### src/rtl/daa_mac_stream.sv
// daa_mac_stream: streaming radix-4 Booth MAC with dynamic arithmetic alignment (DAA).
// Define DAA_RENORM_EN to enable down-alignment (renormalisation) of the accumulator.
module daa_mac_stream #(
    parameter  int IN_W      = 4,
    parameter  int ACC_W     = 10,
    parameter  int MAX_SHIFT = 7,
    localparam int EXP_W     = $clog2(MAX_SHIFT + 1)
) (
    input  logic                    clk,
    input  logic                    rst_n,
    input  logic                    clear,
    input  logic                    in_valid,
    output logic                    in_ready,
    input  logic [IN_W-1:0]         in_x,
    input  logic                    in_sext,
    input  logic [2:0]              in_w,
    input  logic                    in_last,
    output logic                    out_valid,
    input  logic                    out_ready,
    output logic signed [ACC_W-1:0] out_acc,
    output logic [EXP_W-1:0]        out_exp,
    output logic [MAX_SHIFT-1:0]    out_lsbs,
    output logic                    out_sat
);
    typedef enum logic {ST_ACC = 1'b0, ST_HOLD = 1'b1} state_t;

    localparam logic signed [ACC_W-1:0] ACC_MAX = {1'b0, {(ACC_W-1){1'b1}}};
    localparam logic signed [ACC_W-1:0] ACC_MIN = {1'b1, {(ACC_W-1){1'b0}}};
    localparam logic [EXP_W-1:0]        EXP_LIM = EXP_W'(MAX_SHIFT);

    state_t                  r_state, w_state_nxt;
    logic signed [ACC_W-1:0] r_acc, w_acc_nxt;
    logic [EXP_W-1:0]        r_exp, w_exp_nxt;
    logic [MAX_SHIFT-1:0]    r_lsbs, w_lsbs_nxt;
    logic                    r_sat, w_sat_nxt;

    logic                    w_accept;
    logic                    w_release;
    logic signed [ACC_W-1:0] w_x;
    logic signed [ACC_W-1:0] w_pp;
    logic signed [ACC_W-1:0] w_ppa;
    logic signed [ACC_W:0]   w_s;
    logic                    w_ovf;

    function automatic logic signed [ACC_W-1:0] saturate(input logic neg);
        return neg ? ACC_MIN : ACC_MAX;
    endfunction

    assign in_ready  = (r_state == ST_ACC);
    assign out_valid = (r_state == ST_HOLD);
    assign w_accept  = in_valid & in_ready;
    assign w_release = out_valid & out_ready;

    // Booth partial product, alignment and one-guard-bit sum
    always_comb begin
        w_x = {{(ACC_W-IN_W){in_sext & in_x[IN_W-1]}}, in_x};
        case (in_w)
            3'b001, 3'b010: w_pp = w_x;
            3'b011:         w_pp = w_x <<< 1;
            3'b100:         w_pp = -(w_x <<< 1);
            3'b101, 3'b110: w_pp = -w_x;
            default:        w_pp = '0;
        endcase
        w_ppa = w_pp >>> r_exp;
        w_s   = {r_acc[ACC_W-1], r_acc} + {w_ppa[ACC_W-1], w_ppa};
        w_ovf = w_s[ACC_W] ^ w_s[ACC_W-1];
    end

    always_comb begin
        w_state_nxt = r_state;
        w_acc_nxt   = r_acc;
        w_exp_nxt   = r_exp;
        w_lsbs_nxt  = r_lsbs;
        w_sat_nxt   = r_sat;
        if (w_release) begin
            w_state_nxt = ST_ACC;
            w_acc_nxt   = '0;
            w_exp_nxt   = '0;
            w_lsbs_nxt  = '0;
            w_sat_nxt   = 1'b0;
        end else if (w_accept) begin
            if (in_last) begin
                w_state_nxt = ST_HOLD;
            end
            if (!w_ovf) begin
                w_acc_nxt = w_s[ACC_W-1:0];
`ifdef DAA_RENORM_EN
                // Headroom of two bits lets the mantissa regain one dropped LSB
                if ((r_exp != '0) && (w_s[ACC_W-1] == w_s[ACC_W-2]) &&
                    (w_s[ACC_W-2] == w_s[ACC_W-3])) begin
                    w_acc_nxt  = {w_s[ACC_W-2:0], r_lsbs[0]};
                    w_exp_nxt  = r_exp - EXP_W'(1);
                    w_lsbs_nxt = r_lsbs >> 1;
                end
`endif
            end else if (r_exp < EXP_LIM) begin
                w_acc_nxt  = w_s[ACC_W:1];
                w_exp_nxt  = r_exp + EXP_W'(1);
                w_lsbs_nxt = MAX_SHIFT'({r_lsbs, w_s[0]});
            end else begin
                w_acc_nxt = saturate(w_s[ACC_W]);
                w_sat_nxt = 1'b1;
            end
        end
    end

    always_ff @(posedge clk) begin
        if (!rst_n || clear) begin
            r_state <= ST_ACC;
            r_acc   <= '0;
            r_exp   <= '0;
            r_lsbs  <= '0;
            r_sat   <= 1'b0;
        end else begin
            r_state <= w_state_nxt;
            r_acc   <= w_acc_nxt;
            r_exp   <= w_exp_nxt;
            r_lsbs  <= w_lsbs_nxt;
            r_sat   <= w_sat_nxt;
        end
    end

    assign out_acc  = r_acc;
    assign out_exp  = r_exp;
    assign out_lsbs = r_lsbs;
    assign out_sat  = r_sat;

endmodule
### config.mk
export PLATFORM = sky130hd
export DESIGN_NAME = daa_mac_stream
export DESIGN_NICKNAME = d
export VERILOG_FILES = /design/src/rtl/daa_mac_stream.sv
export SDC_FILE = /design/constraint.sdc
export NUM_CORES = 1
export LEC_CHECK = 0
export ABC_CLOCK_PERIOD_IN_PS = 7650
export CORE_MARGIN = 5
export CORE_UTILIZATION = 38
export CTS_CLUSTER_SIZE = 12
export DETAILED_ROUTE_END_ITERATION = 6
export PLACE_DENSITY_LB_ADDON = 0.25
export SYNTH_ARGS = -nofsm -noshare
export SYNTH_HDL_FRONTEND = slang
export SYNTH_SLANG_ARGS = --single-unit
### constraint.sdc
create_clock -name clk -period 7.65 [get_ports clk]
set_input_delay 1.53 -clock clk [delete_from_list [all_inputs] [get_ports clk]]
set_output_delay 1.53 -clock clk [all_outputs]
set_load 0.01 [all_outputs]
==> impl_results.md, run 1 <==
- Worst vdd ir: 127 uV
- Fillers: 564
- First-pass iteration count of the detailed router: 6
- Avg Cell Area, Syn: between 7 and 8 sq um
- Critical setup path kind: in2reg
- Total negative slack: 0 ns
- Clock share of power: between 20% and 30%
- Crit start category: primary input
- Routability cong.: 0.964
- Final setup viols: 0
- CTS Hold Bufs: 0
- Die width: 86.0 um
- Synth cell types: 67
- Final Max Slew Viols: 0
- Crit path DAT: 6.94 ns
- Area share of the leading cell type in the synthesized netlist: 20.1%
- Vias: 2,198
- Crit Path Max Fanout: 13
- P_leak: 1.03 nW
- Yosys reg bits: 22
- Switch Pwr: 192 uW
- Internal: roughly 300 uW
- Gr usage total: 15.0%
- Seq/Total Area, Yosys: 20.1%
- RSZ-0062 raised after global routing: no
- Vias in the first global route: 1,977
- Fraction of layout cells with a size suffix above 1: 8.36%
- Post-synth top area cell: dfxtp_1
- Most Used Layer, Global Route: met1
- CTS tree: yes
- Hold Fails Final Rpt: 0
- Design Power: just under 500 uW
- Post-CTS Setup Repair Bufs: 0
- Final worst setup slack: 0.875 ns
- Port Buffers: 36
- Initial antenna violation count: 0
- Cts bufs inserted: 3
- First-pass GRT wire length: 9360 um
- Nets: 342
- Status: completed
- HP Class: reg2reg
- Power Dens Cells: between 150 and 200 nW/um^2
- Slew headroom: 46.1%
- Top_reg_cell synth: dfxtp_1
- Met3 usage: 4.23%
- Max Clock Skew: 0.00479 ns
- Largest net degree at the start of global routing: 21
- Critical path endpoint category: flip-flop
- Final period util: 88.6%
- Row Count: 27
- DRT iter0 DRCs: 144
- Grt total ovfl: 0
- Sink Count: 22
- ANT nets after route: 0
- Starting Density: 39.4%
- I/O pins: 37
- Final min period: slightly below 7 ns
- Detailed-route wire length per cell: between 10 and 15 um
- Setup WS pre-CTS: 0.652 ns
- DRC viols: 0
- Switch share: 38.9%
- Htree depth: 1
- Clock Latency Late Sink: around 0.27 ns
- Max Cap Viol: 0
- Max Clk Rate: 0.148 GHz
- Gate power share: around half
- Met1 GRT Util: between 20% and 30%
- Post-synth EDFFs: 0
- Post-Syn Instances: 285
- Reg power frac: 27.2%
- Clock transition at the registers of the reported paths: about 0.09 ns
- Ant. Diodes: 0
- Longest Clk Path Bufs: 2
- Vias/cell: 5.74
- Post_cts resized: 0
- Mapped cell area: 2190 sq um
- GR Util met2: 21.9%
- Die area: around 7400 sq um
- Yosys warns: 0
- Area grow syn2layout: 21.2%
- Least-Margin Pin Slew: between 0.8 and 0.9 ns
- Die Ht: 86.0 um
- Top post-synthesis cells by area: dfxtp_1 (20%), ha_1 (8.6%), nand2_1 (5.6%)
- Syn Nets: ~320
- HPWL after DPL: roughly 4300 um
- Core Area: around 5600 sq um
- Clock root cell: clkbuf_8
- Critical Path RT: between 7 and 8 ns
- Async S/R FF share, synth: 0%
- Total wire length: 5700 um
## flip-flops by register name, summed over array words and instances, names as in the netlist
name / flops
out_acc: 10
out_lsbs: 7
out_valid: 1
out_exp: 3
out_sat: 1
## per-stage QoR
| stage | hold WS, ns | util [%] | cells | area [sq um] |
|---|---|---|---|---|
| 5_1_grt | 0.499 | 47.7 | 383 | 2660 |
| 3_3_place_gp | 0.449 | 46.4 | 379 | 2590 |
| 6_report | 0.462 | 47.7 | 383 | 2660 |
| 4_1_cts | 0.464 | 47.7 | 383 | 2660 |
| 2_1_floorplan | 0.481 | - | 285 | 2190 |
| 3_5_place_dp | 0.452 | 46.4 | 379 | 2590 |
## metal layers
layer | share of wire (%) | vias up | wire, um
met5 | 0 | - | 0
met4 | 0.28 | 0 | 16
met3 | 9.1 | 2 | 517
met2 | 42 | 80 | 2390
met1 | 49 | 1009 | 2780
li1 | - | 1107 | -
## final timing paths
| check | start | end | slack [ns] | depth (start not counted) |
|---|---|---|---|---|
| worst max-delay path | in_x[0] | out_acc[7] | 0.87 | 20 |
| worst min-delay path | out_lsbs[6] | out_lsbs[6] | 0.46 | 2 |
| worst max register to register | out_exp[1] | out_acc[7] | 2.37 | 13 |
| worst min register to register | out_lsbs[6] | out_lsbs[6] | 0.46 | 2 |
## cells by family after synthesis
kind of cell	synth area share (%)
xor gates and xnor gates	4.39
AOI/OAI and AO/OA	31.0
buffers and inverters	5.70
adders and majority gates	9.92
muxes	5.47
and+or+nand+nor	23.5
DFF	20.1
## area by class of cell
| class | instances | area, sq um | area share [%] |
|---|---|---|---|
| Tap cell | 72 | 90.1 | 3.39 |
| Inverter | 14 | 52.6 | 1.98 |
| Clock inverter | 1 | 30.0 | 1.13 |
| Sequential cell | 22 | 440 | 16.6 |
| Multi-Input combinational cell | 233 | 1630 | 61.3 |
| Timing Repair Buffer | 38 | 375 | 14.1 |
| Clock buffer | 3 | 41.3 | 1.55 |
## cell usage after synthesis, drive strengths merged (2+ instances only)
cell      n
o2111a    2
a311oi    3
dfxtp    22
inv      13
nand4     2
xnor2     8
nand2    34
xor2      3
o211ai    2
nand2b    3
a22o      4
clkbuf    9
nor2     21
and3b     3
nand3b    5
a31o      2
o22ai     2
o211a     2
a21o      4
nor2b     3
o31a      3
o21bai    2
a211oi    5
ha       15
a31oi     3
o2111ai   2
or2       2
a221oi    4
o21ai    19
and3      3
mux2i     3
o31ai     4
mux2      5
buf       7
nand3    10
nor3      9
a21oi    24
a21boi    2
## cell usage in the layout, fill, tap and decap left out, drive strengths merged, types with 4 or more instances in the layout
cell type / synthesis / layout
clkdlybuf4s50: 0 / 36
nand2: 34 / 34
a21oi: 24 / 24
dfxtp: 22 / 22
nor2: 21 / 21
o21ai: 19 / 19
ha: 15 / 15
inv: 13 / 13
nand3: 10 / 10
nor3: 9 / 9
xnor2: 8 / 8
nand3b: 5 / 5
a211oi: 5 / 5
mux2: 5 / 5
a21o: 4 / 4
a22o: 4 / 4
o31ai: 4 / 4
a221oi: 4 / 4
## power groups by stage
| stage | logic (mW) | clock network (mW) | registers, mW |
|---|---|---|---|
| 5_1_grt | 0.275 | 0.117 | 0.136 |
| 6_report | 0.248 | 0.111 | 0.134 |
| 2_1_floorplan | 0.184 | 0 | 0.134 |
| 3_5_place_dp | 0.245 | 0 | 0.137 |
| 4_1_cts | 0.247 | 0.113 | 0.134 |
| 3_3_place_gp | 0.249 | 0 | 0.137 |
## critical path, stage by stage
cell and delay, ns:
clkdlybuf4s50_1 0.49, inv_1 0.09, ha_1 0.22, nand2_1 0.09, ha_1 0.34, nor2_1 0.05
a21oi_1 0.16, a31o_2 0.20, mux2i_2 0.09, mux4_1 0.55, ha_1 0.24, fa_1 0.41
a211oi_1 0.29, o21ai_0 0.18, o21a_1 0.22, o21ai_0 0.31, ha_1 0.45, o31ai_2 0.56
o21ai_0 0.18, a32o_1 0.28
Power figures use the tool's default switching activity.
==> run 2, diff against run 1 <==
--- a/config.mk
+++ b/config.mk
@@ -11,6 +11,7 @@
 export CTS_CLUSTER_SIZE = 12
 export DETAILED_ROUTE_END_ITERATION = 6
 export PLACE_DENSITY_LB_ADDON = 0.25
+export SKIP_LAST_GASP = 1
 export SYNTH_ARGS = -nofsm -noshare
 export SYNTH_HDL_FRONTEND = slang
 export SYNTH_SLANG_ARGS = --single-unit
==> results of run 2 <==
No change in the layout: final DEF, timing and power equal those of run 1.
